File: config.mk
export PLATFORM = sky130hd
export DESIGN_NAME = pipeline_exec_controller
export DESIGN_NICKNAME = d
export VERILOG_FILES = /design/src/rtl/pipeline_exec_controller.sv
export SDC_FILE = /design/constraint.sdc
export NUM_CORES = 1
export LEC_CHECK = 0
export CAP_MARGIN = 20
export CORE_ASPECT_RATIO = 1.1
export CORE_UTILIZATION = 35
export CTS_CLUSTER_DIAMETER = 30
export CTS_CLUSTER_SIZE = 40
export DETAILED_ROUTE_END_ITERATION = 8
export GPL_TIMING_DRIVEN = 0
export PLACE_DENSITY = 0.85
export SYNTH_ARGS = -nofsm -noshare
export SYNTH_HDL_FRONTEND = slang
export SYNTH_SLANG_ARGS = --single-unit
export TNS_END_PERCENT = 1
File: constraint.sdc
create_clock -name i_clock -period 2.3 [get_ports i_clock]
set_input_delay 0.345 -clock i_clock [delete_from_list [all_inputs] [get_ports i_clock]]
set_output_delay 0.345 -clock i_clock [all_outputs]
set_load 0.01 [all_outputs]
File: src/rtl/pipeline_exec_controller.sv
// ============================================================================
// Module   : pipeline_exec_controller
// Purpose  : Run/step/halt controller for a pipelined processor. Accepts
//            NOP/RUN/STEP/STOP commands, gates PC and pipeline-register
//            enables, detects a HALT opcode in the ID stage and drains
//            in-flight instructions before reporting HALTED.
// Ports    : i_clock, i_reset_n (async, active low)
//            i_cmd_valid, i_cmd[1:0], o_cmd_ready   - command handshake
//            i_id_valid, i_id_opcode                - ID-stage instruction
//            o_pc_enb, o_pipe_enb                   - pipeline enables
//            o_flush, o_step_done, o_halted         - registered status
//            o_busy, o_cycle_count                  - activity/statistics
// Config   : define PIPE_CYCLE_COUNT_EN to build the enabled-cycle counter;
//            otherwise o_cycle_count is tied to 0.
// Revision : 1.0 - initial release
// ============================================================================
`default_nettype none

module pipeline_exec_controller #(
    parameter int                   NB_OPCODE      = 6,
    parameter logic [NB_OPCODE-1:0] HALT_OPCODE    = 6'b011111,
    parameter int                   DRAIN_CYCLES   = 4,
    parameter int                   NB_CYCLE_COUNT = 32
) (
    input  logic                      i_clock,
    input  logic                      i_reset_n,
    input  logic                      i_cmd_valid,
    input  logic [1:0]                i_cmd,
    output logic                      o_cmd_ready,
    input  logic                      i_id_valid,
    input  logic [NB_OPCODE-1:0]      i_id_opcode,
    output logic                      o_pc_enb,
    output logic                      o_pipe_enb,
    output logic                      o_flush,
    output logic                      o_step_done,
    output logic                      o_halted,
    output logic                      o_busy,
    output logic [NB_CYCLE_COUNT-1:0] o_cycle_count
);

    // A drain length of zero still needs one cycle to reach HALTED.
    localparam int C_DRAIN_EFF = (DRAIN_CYCLES < 1) ? 1 : DRAIN_CYCLES;
    localparam int C_CNT_W     = $clog2(C_DRAIN_EFF + 1);

    localparam logic [C_CNT_W-1:0] c_drain_load = C_CNT_W'(C_DRAIN_EFF);
    localparam logic [C_CNT_W-1:0] c_drain_one  = C_CNT_W'(1);

    localparam logic [1:0] c_cmd_run  = 2'b01;
    localparam logic [1:0] c_cmd_step = 2'b10;
    localparam logic [1:0] c_cmd_stop = 2'b11;

    typedef enum logic [2:0] {
        S_IDLE   = 3'd0,
        S_RUN    = 3'd1,
        S_STEP   = 3'd2,
        S_DRAIN  = 3'd3,
        S_HALTED = 3'd4
    } state_t;

    state_t             r_state;
    logic [C_CNT_W-1:0] r_drain_cnt;
    logic               r_halted;
    logic               r_flush;
    logic               r_step_done;

    logic w_halt_hit;
    logic w_accept;
    logic w_stop;
    logic w_exec;

    assign w_halt_hit = i_id_valid & (i_id_opcode == HALT_OPCODE);
    assign w_exec     = (r_state == S_RUN) | (r_state == S_STEP);

    assign o_cmd_ready = (r_state == S_IDLE) | (r_state == S_RUN) | (r_state == S_HALTED);
    assign w_accept    = i_cmd_valid & o_cmd_ready;
    assign w_stop      = w_accept & (i_cmd == c_cmd_stop);

    // A HALT in ID must freeze the PC in the very cycle it is seen.
    assign o_pc_enb    = w_exec & ~w_halt_hit;
    assign o_pipe_enb  = w_exec | (r_state == S_DRAIN);
    assign o_busy      = o_pipe_enb;
    assign o_flush     = r_flush;
    assign o_step_done = r_step_done;
    assign o_halted    = r_halted;

    always_ff @(posedge i_clock or negedge i_reset_n) begin
        if (!i_reset_n) begin
            r_state     <= S_IDLE;
            r_drain_cnt <= '0;
            r_halted    <= 1'b0;
            r_flush     <= 1'b0;
            r_step_done <= 1'b0;
        end else begin
            r_flush     <= 1'b0;
            r_step_done <= 1'b0;
            case (r_state)
                S_IDLE: begin
                    if (w_accept) begin
                        case (i_cmd)
                            c_cmd_run:  r_state <= S_RUN;
                            c_cmd_step: r_state <= S_STEP;
                            c_cmd_stop: r_flush <= 1'b1;
                            default:    ;
                        endcase
                    end
                end
                S_RUN: begin
                    // HALT takes priority; a coincident STOP is swallowed.
                    if (w_halt_hit) begin
                        r_state     <= S_DRAIN;
                        r_drain_cnt <= c_drain_load;
                    end else if (w_stop) begin
                        r_state <= S_IDLE;
                    end
                end
                S_STEP: begin
                    r_step_done <= 1'b1;
                    if (w_halt_hit) begin
                        r_state     <= S_DRAIN;
                        r_drain_cnt <= c_drain_load;
                    end else begin
                        r_state <= S_IDLE;
                    end
                end
                S_DRAIN: begin
                    if (r_drain_cnt <= c_drain_one) begin
                        r_state     <= S_HALTED;
                        r_halted    <= 1'b1;
                        r_drain_cnt <= '0;
                    end else begin
                        r_drain_cnt <= r_drain_cnt - c_drain_one;
                    end
                end
                S_HALTED: begin
                    // RUN and STEP are accepted but deliberately dropped.
                    if (w_stop) begin
                        r_state  <= S_IDLE;
                        r_halted <= 1'b0;
                        r_flush  <= 1'b1;
                    end
                end
                default: begin
                    r_state  <= S_IDLE;
                    r_halted <= 1'b0;
                end
            endcase
        end
    end

`ifdef PIPE_CYCLE_COUNT_EN
    logic [NB_CYCLE_COUNT-1:0] r_cycle_count;

    always_ff @(posedge i_clock or negedge i_reset_n) begin
        if (!i_reset_n) begin
            r_cycle_count <= '0;
        end else if (r_flush) begin
            r_cycle_count <= '0;
        end else if (o_pipe_enb && (r_cycle_count != {NB_CYCLE_COUNT{1'b1}})) begin
            r_cycle_count <= r_cycle_count + 1'b1;
        end
    end

    assign o_cycle_count = r_cycle_count;
`else
    assign o_cycle_count = '0;
`endif

endmodule

`default_nettype wire

==> summary.txt <==
Status: finished, final reports clean
Synth Area in Adders: 3.15%
Area leader, netlist: buf_4
Drt total wl: 1470 um
CTS tree: yes
Post-route cell area: 1150 um2
Worst R2R End: o_halted
Site row count: 17
Synth cell types: 32
Period minus WS final: 2.11 ns
Mux cell area share after synthesis: 0%
Synth Area per Inst: 8.73 um2
Post-Synthesis Cells: 91
Antenna Cells: 0
PwrDens: 837 nW/um2
CTS Sinks: 9
WP data required: 1.96 ns
Max_cap viols: 0
Crit path arrival time: 1.77 ns
CP Capture Type: output pin
R2r setup slk: 0.92 ns
GP Congestion: 0.749
Area of the mapped netlist: 795 um2
YS warnings: 0
Post-DR wirelength/cell: 8.53 um
Count of final setup violators: 0
Fin nets: 159
Final Hold Fails: 0
Clock H-tree levels: 1
Largest family of logic cells by synthesized area: buffers and inverters
CP Launch Point: r_state[1]
XOR/XNOR Fraction of Synth Area: 1.10%
R2R Path Start: r_drain_cnt[0]
Crit path max fanout: 9
DPL Wire Length: 1230 um
Crit Path Class: reg -> out
Antenna violations before repair: 0
Max-slew violations: 0
Register area share after synthesis: 28.3%
Clk slew on worst S/H paths: 0.06 ns
Starting DRC count in detailed routing: 14
Worst Hold Class: in -> async
Crit path capture: o_pipe_enb
Synth top area share: 31.2%
Via density: 3.89
Clock buffers created by TritonCTS: 3
Share of cells above drive strength 1: 29.9%
Layout fillers: 196
Pin count of the biggest net entering global routing: 11
Die height: 52.0 um
IO Port Bufs: 18
Drt first pass iters: 4
Reg2Reg Depth: 5
Antenna-violating nets left: 0
Final Cycle Share: 91.7%
I/O Pins: 51
RSZ-0062 raised after global routing: no
Clock Path Buffers: 2
Clk_lat worst skew: 0.26 ns
Placement Cell Area: 1130 um2
Hold Buf Count CTS: 0
Top cells by area, synth: buf_4, dfrtp_1, ha_1, buf_6, a21oi_1
Vias in the first global route: 544
Clk_skew: 0.00667 ns
DRC viols: 0
Compound-Gate Fraction of Synth Area: 14.2%
TNS Setup: 0 ns
P_leak: 0.612 nW
Seq cells post-synth: 9
Routed vias: 669
Startpoint Class: flop
Core footprint: 2060 um2
Peak VDD IR: 0.462 mV
Fmax: 474 MHz
Post-synthesis simple-gate area fraction: 16.2%
Area growth syn-to-layout: 44.9%
First-pass GRT wire length: 2180 um
Global route overflow: 0
Initial core utilization: 38.5%
Root buffer cell: clkbuf_4
Die area: 2460 um2
Die X: 47.4 um
Gr usage total: 12.6%
layout make-up:
class | count | area, um2 | share of cell area, %
inverters | 3 | 11.3 | 0.978
repair buffers | 18 | 179 | 15.5
clock buffers | 4 | 26.3 | 2.28
well taps | 28 | 35.0 | 3.04
plain buffers | 37 | 279 | 24.2
multi-input cells | 73 | 395 | 34.3
flip-flops and latches | 9 | 225 | 19.6
worst max-delay path, stage by stage, from the launching register on:
cell and delay [ns]:
dfrtp_1 0.35, buf_2 0.16, nor2_2 0.26, nor2_1 0.12, buf_4 0.16, clkdlybuf4s50_1 0.46
cell usage in the layout, fill, tap and decap left out, drive strengths merged, types with 2 or more instances in the layout:
| master | count |
|---|---|
| a21oi | 4 |
| nor2 | 5 |
| ha | 2 |
| clkbuf | 5 |
| nand4b | 2 |
| nor3 | 2 |
| buf | 36 |
| nand3 | 4 |
| clkdlybuf4s50 | 17 |
| o21ai | 6 |
| nand2 | 3 |
| inv | 3 |
| conb | 32 |
| dfrtp | 9 |
synthesized netlist by cell type, drive strengths merged:
cell type,n
buf,36
dfrtp,9
o21ai,6
nor2,5
a21oi,4
nand3,4
inv,3
nand2,3
ha,2
nand4b,2
nor3,2
a2111oi,1
a21o,1
a22oi,1
a31oi,1
a32o,1
and3b,1
and4,1
clkbuf,1
conb,1
nor2b,1
nor3b,1
nor4,1
o21ba,1
o2bb2ai,1
xnor2,1
cells by family after synthesis:
group / after synthesis
buffers and inverters: 40
XOR/XNOR: 1
adder cells (fa/ha/maj): 2
AND/OR/NAND/NOR: 21
AO/OA/AOI/OAI: 17
other: 1
flip-flops: 9
per-stage QoR:
step                instances  setup slack, ns  utilization (%)  hold WS, ns  power [mW]
detailed placement        168            0.151             54.6        0.525       0.853
global placement          168            0.202             54.6        0.501       0.826
CTS                       172            0.186             55.8        0.382       0.972
finish                    172            0.190             55.8        0.376       0.963
global route              172           0.0978             55.8        0.395        1.03
floorplan                 122            0.799                -       0.0494       0.649
how the worst min path moves through the flow:
stage	startpoint	depth (start not counted)	slack (ns)	to
after floorplan	i_reset_n	0	0.05	o_flush
after global placement	r_drain_cnt[1]	1	0.50	r_drain_cnt[1]
after detailed placement	r_drain_cnt[2]	2	0.53	r_drain_cnt[2]
after CTS	i_reset_n	1	0.38	r_drain_cnt[2]
after global routing	i_reset_n	1	0.39	r_drain_cnt[2]
final	i_reset_n	1	0.38	r_drain_cnt[2]
report_power, final:
group / internal, mW / switching, mW / leakage [nW]
registers: 0.215 / 0.0396 / 0.120
logic: 0.305 / 0.282 / 0.476
clock network: 0.0668 / 0.0549 / 0.0150
registers in the layout, indices dropped and copies added, names as in the netlist:
| register | flops |
|---|---|
| o_flush | 1 |
| o_halted | 1 |
| o_step_done | 1 |
| r_drain_cnt | 3 |
| r_state | 3 |
per-layer routing:
metal	GRT usage [%]	wire length (um)	vias to the layer above
met5	0	0	-
met4	6.67	12	0
met3	4.17	104	2
met2	19.6	777	34
met1	14.7	572	282
li1	-	-	351
repair_timing:
item | CTS | global route
endpoints found under the hold margin | 0 | 0
setup buffers | 0 | 0
setup endpoints to repair | 1 | 0
resized for setup | 1 | 0
(Power assumes the default switching activity.)
